$ cat config.mk
export PLATFORM = sky130hd
export DESIGN_NAME = csla_pipe
export DESIGN_NICKNAME = d
export VERILOG_FILES = /design/src/rtl/csla_pipe.sv
export SDC_FILE = /design/constraint.sdc
export NUM_CORES = 1
export LEC_CHECK = 0
export ABC_AREA = 0
export ABC_CLOCK_PERIOD_IN_PS = 5290
export CAP_MARGIN = 20
export CORE_UTILIZATION = 24
export DETAILED_ROUTE_END_ITERATION = 8
export PLACE_DENSITY = 0.5
export SLEW_MARGIN = 20
export SYNTH_ARGS = -nofsm -noshare
export SYNTH_HDL_FRONTEND = slang
export SYNTH_SLANG_ARGS = --single-unit
$ cat constraint.sdc
create_clock -name clk -period 5.29 [get_ports clk]
set_input_delay 0.529 -clock clk [delete_from_list [all_inputs] [get_ports clk]]
set_output_delay 0.529 -clock clk [all_outputs]
set_load 0.01 [all_outputs]
$ cat src/rtl/csla_pipe.sv
// Pipelined carry-select adder/subtractor with valid/ready handshake on both sides.
// Each stage resolves an equal slice of the select blocks and forwards its carry.
module csla_pipe #(
  parameter int WIDTH  = 32,
  parameter int BLOCK  = 4,
  parameter int STAGES = 2
) (
  input  logic             clk,
  input  logic             rst,
  input  logic             in_valid,
  output logic             in_ready,
  input  logic [WIDTH-1:0] a,
  input  logic [WIDTH-1:0] b,
  input  logic             cin,
  input  logic             sub,
  output logic             out_valid,
  input  logic             out_ready,
  output logic [WIDTH-1:0] s,
  output logic             cout,
  output logic             ovf
);

  localparam int NBLK = WIDTH / BLOCK;
  localparam int BPS  = NBLK / STAGES;

  // a/b hold the effective operands, c the inter-block carry, m the carry into the MSB
  typedef struct packed {
    logic [WIDTH-1:0] a;
    logic [WIDTH-1:0] b;
    logic [WIDTH-1:0] s;
    logic             c;
    logic             m;
    logic             o;
  } beat_t;

  function automatic beat_t resolve(input beat_t d, input int k);
    beat_t          r;
    logic [BLOCK:0] sum0;
    logic [BLOCK:0] sum1;
    logic           sel;
    r = d;
    for (int j = 0; j < NBLK; j++) begin
      sel  = ((j / BPS) == k);
      sum0 = {1'b0, d.a[j*BLOCK +: BLOCK]} + {1'b0, d.b[j*BLOCK +: BLOCK]};
      sum1 = {1'b0, d.a[j*BLOCK +: BLOCK]} + {1'b0, d.b[j*BLOCK +: BLOCK]} + {{BLOCK{1'b0}}, 1'b1};
      r.s[j*BLOCK +: BLOCK] = sel ? (r.c ? sum1[BLOCK-1:0] : sum0[BLOCK-1:0]) : r.s[j*BLOCK +: BLOCK];
      r.c = sel ? (r.c ? sum1[BLOCK] : sum0[BLOCK]) : r.c;
    end
    // The MSB sum bit is a^b^carry_in, so the carry into it falls out of the resolved sum.
    r.m = (k == STAGES-1) ? (r.s[WIDTH-1] ^ d.a[WIDTH-1] ^ d.b[WIDTH-1]) : d.m;
    r.o = (k == STAGES-1) ? (r.m ^ r.c) : d.o;
    return r;
  endfunction

  beat_t in_s;
  beat_t nxt_s  [STAGES];
  beat_t stg_r  [STAGES];
  logic  vld_r  [STAGES];
  logic  load_s [STAGES];
  logic  move_s [STAGES];

  // Operand conditioning: subtract as a + ~b + ~cin.
  always_comb begin
    in_s.a = a;
    in_s.b = sub ? ~b : b;
    in_s.s = {WIDTH{1'b0}};
    in_s.c = sub ? ~cin : cin;
    in_s.m = 1'b0;
    in_s.o = 1'b0;
  end

  for (genvar k = 0; k < STAGES; k++) begin : g_stage
    beat_t src_s;
    logic  src_v_s;

    if (k == 0) begin : g_head
      assign src_s   = in_s;
      assign src_v_s = in_valid;
    end else begin : g_body
      assign src_s   = stg_r[k-1];
      assign src_v_s = vld_r[k-1];
    end

    if (k == STAGES-1) begin : g_tail
      assign move_s[k] = vld_r[k] & out_ready;
    end else begin : g_mid
      assign move_s[k] = load_s[k+1];
    end

    // Empty stages always load, which lets bubbles collapse under a stalled output.
    assign load_s[k] = ~vld_r[k] | move_s[k];
    assign nxt_s[k]  = resolve(src_s, k);

    // Stage register: valid bit plus partially resolved beat.
    always_ff @(posedge clk or posedge rst) begin
      if (rst) begin
        vld_r[k] <= 1'b0;
        stg_r[k] <= '0;
      end else if (load_s[k]) begin
        vld_r[k] <= src_v_s;
        stg_r[k] <= nxt_s[k];
      end else begin
        vld_r[k] <= vld_r[k];
        stg_r[k] <= stg_r[k];
      end
    end
  end

  assign in_ready  = load_s[0];
  assign out_valid = vld_r[STAGES-1];
  assign s         = stg_r[STAGES-1].s;
  assign cout      = stg_r[STAGES-1].c;
  assign ovf       = stg_r[STAGES-1].o;

endmodule

==> key figures <==
Logic synthesis
  – #FFs+latches synth: 85
  – Mux cell area share after synthesis: under 10%
  – Mapped Nets: 672
  – Synth Area in Adders: about an eighth
  – Top FF cell, synth: dfrtp_1
  – Ys async rst share: between 90% and 100%
  – Largest area contributor in the netlist: dfrtp_1
  – EDFF count, synth: 0
  – Largest family of logic cells by synthesized area: simple AND/OR/NAND/NOR gates
  – Cell with the most instances after synthesis: dfrtp_1
  – Area share of the largest cell type after synthesis: 40.1%
  – Library cells used by synthesis: 45
  – Synth Area in XOR/XNOR: 13.2%
  – Post-synthesis sequential area ratio: roughly 40%
  – Area contributors post-synth: dfrtp_1 (40%), ha_1 (9.4%), xnor2_1 (7.4%)
  – Mapped Cells: around 550
  – Mean Syn Cell Area: 9.56 µm²
  – Synth top cells by count: dfrtp_1 (85), nand2_1 (76), a21oi_1 (50)
  – Post-synthesis compound-gate area fraction: ~11%
  – Synth Area in Simple Gates: approximately 15%
  – Mapped cell area: 5300 µm²
  – Synthesis warning total: 0

Power and ir drop
  – Reg power frac: around 36%
  – Worst VDD drop: 135 µV
  – NetSw: 0.896 mW
  – Clk pwr share: 23.8%
  – Pwr/cell area: between 300 and 400 nW/µm²
  – Switching Fraction: 33.7%
  – Int Power: about 1.8 mW
  – Comb pwr share: between 40% and 50%
  – Static Leak: slightly above 3 nW

GRT
  – First-pass GRT wire length: about 20000 µm
  – Initial antenna violation count: 0
  – Overall routing resource usage: a little under an eighth
  – Largest net degree at the start of global routing: between 80 and 90
  – Vias in the first global route: ~4000
  – Total gr overflow: 0

Worst hold path
  – Hold WC Path Type: reg -> reg

Floorplanning
  – Chip height: about 150 µm
  – Initial Utilization: between 20 and 25%
  – Die ar.: 22700 µm²
  – Rows: between 50 and 60
  – Core Footprint: 21400 µm²
  – Die width: ~150 µm
  – Ports: approximately 110

Finish
  – Nets@finish: between 700 and 800
  – Layout fillers: 2252
  – Design Area, Final: 6930 µm²
  – Layout cells sized above 1: roughly 7.7%
  – ANT cells: 0
  – Area grow syn2layout: 30.7%

Clock network
  – Max Root-Sink Buffers: 2
  – Cts hold-fix bufs: 0
  – Clk_lat worst skew: 350 ps
  – Clock root buffer: clkbuf_16
  – Worst-path clk slew: around 60 ps
  – H-tree depth: 3
  – Clock Sink Count: between 80 and 90
  – CTS Buf Count: 9
  – CTS tree: built
  – Post_cts resized: 0
  – Postcts setup bufs: 0

STA
  – Endpoints failing setup: 0
  – Fin. Hold Viols: 0
  – Final Cycle Share: approximately 73%
  – Clock skew: between 8 and 9 ps
  – Setup_tns: 0 ps
  – RSZ-0062 raised after global routing: false
  – Min cycle time layout: approximately 3900 ps
  – Final Slew Violations: 0
  – Slew of the pin with the lowest slew margin: a little under 900 ps
  – Slew headroom: slightly above 40%
  – Peak Freq: about 260 MHz

Critical path
  – Required time worst endpoint: approximately 5500 ps
  – Slowest-stage cell, CP: or4_1
  – Cell Chain, Critical Path: ha_1, inv_1, fa_1, inv_1, ha_1, nand2_1, a2111oi_1, o31a_1, or4_1, a31o_4, and3_4, or4_4, a211oi_2, o31ai_2
  – Kind of critical path: reg -> reg
  – Arrival @ worst endpoint: 4090 ps
  – Reg2Reg Setup Slack: 1420 ps
  – CP Max Fanout: 8
  – Crit start category: flop
  – Worst path max stage delay: 580 ps
  – Endpoint class of the critical path: flop

Job
  – Max_cap viols: 0

Drt
  – Via Count: between 3000 and 4000
  – Wire length per cell: 12.9 µm
  – Post-DRT Antenna Nets: 0
  – Number of DRC markers in iteration 0: approximately 120
  – DRC Markers: 0
  – Final wirelength: between 10000 and 15000 µm
  – First drt pass iteration count: 4
  – Vias/cell: 4.26

Place
  – GP Congestion: roughly 0.72
  – Dpl hpwl: between 8000 and 9000 µm
  – Input/output buffers: ~110
  – Area after DPL: about 6600 µm²

Run status
  – Status: complete, no violations
## worst paths after layout
| check | from | to | cells after the start |
|---|---|---|---|
| hold / removal | s[0] | s[0] | 2 |
| min in group asynchronous | rst | s[1] | 2 |
| setup reg to reg | g_stage[1].src_s[51] | ovf | 14 |
| setup / recovery | g_stage[1].src_s[51] | ovf | 14 |
| max in group asynchronous | rst | s[31] | 3 |
| hold reg to reg | s[0] | s[0] | 2 |
## cell families after synthesis
logic type      Yosys count
compound gates          100
xor+xnor                 79
fa+ha+maj                48
buf+inv                  55
flops                    85
mux                      20
simple gates            167
## final cells by class
type	instances	area, µm²	area share [%]
sequential	85	2130	30.7
clock inverter	4	48.8	0.704
multi-input combinational	414	2960	42.7
tap	275	344	4.97
timing repair buffer	110	1080	15.6
inverter	34	129	1.86
clock buffer	12	236	3.41
## worst max-delay path, delay by kind of cell (launching register included)
family	cells	cell delay (ps)
buf+inv	2	110
simple gates	4	1430
compound gates	5	990
fa+ha+maj	3	880
flops	1	350
## sequential cells by signal, indices dropped and copies added (netlist names)
register,flops
ovf,1
out_valid,1
g_stage.src_v_s,1
cout,1
s,32
g_stage.src_s,49
## metrics by stage
step                      setup WS [ps]  cells  hold WS (ps)  power, mW  utilization [%]
after detailed placement           1240    918           460       2.06             31.1
after global routing               1180    934           489       2.87             32.4
after CTS                          1400    934           474       2.71             32.4
final                              1420    934           466       2.66             32.4
after global placement             1310    918           452       2.05             31.1
after floorplan                    1420    554           435       1.62                -
## cell usage in the layout (no fill, tap or decap), types with 2 or more instances in the layout
| cell type | instances |
|---|---|
| a21o_1 | 10 |
| a21o_2 | 2 |
| a21oi_1 | 50 |
| a31oi_1 | 3 |
| buf_4 | 5 |
| clkbuf_1 | 3 |
| clkbuf_16 | 9 |
| clkdlybuf4s50_1 | 104 |
| clkinv_2 | 3 |
| dfrtp_1 | 85 |
| fa_1 | 8 |
| ha_1 | 40 |
| inv_1 | 33 |
| mux2_2 | 16 |
| mux2i_1 | 4 |
| nand2_1 | 75 |
| nand2b_1 | 6 |
| nand3_1 | 9 |
| nand4_1 | 7 |
| nor2_1 | 44 |
| nor2b_1 | 6 |
| nor3_1 | 3 |
| nor4b_1 | 2 |
| o211a_1 | 2 |
| o21ai_0 | 24 |
| o31ai_1 | 2 |
| or3_1 | 2 |
| or4_1 | 2 |
| xnor2_1 | 45 |
| xor2_1 | 33 |
## power groups by stage
stage,sequential (mW),combinational (mW),clock (mW)
finish,0.956,1.07,0.633
global route,0.984,1.21,0.677
detailed placement,0.972,1.09,0
global placement,0.968,1.08,0
floorplan,0.988,0.632,0
CTS,0.962,1.09,0.658
## routing by layer
metal	vias to the layer above	global-route usage, %	wire, µm
met5	-	0	0
met4	0	4.20	178
met3	14	3.18	714
met2	89	17.6	5280
met1	1822	14.9	5850
li1	2057	-	-
Note: power is estimated with default switching activity, not from simulation.
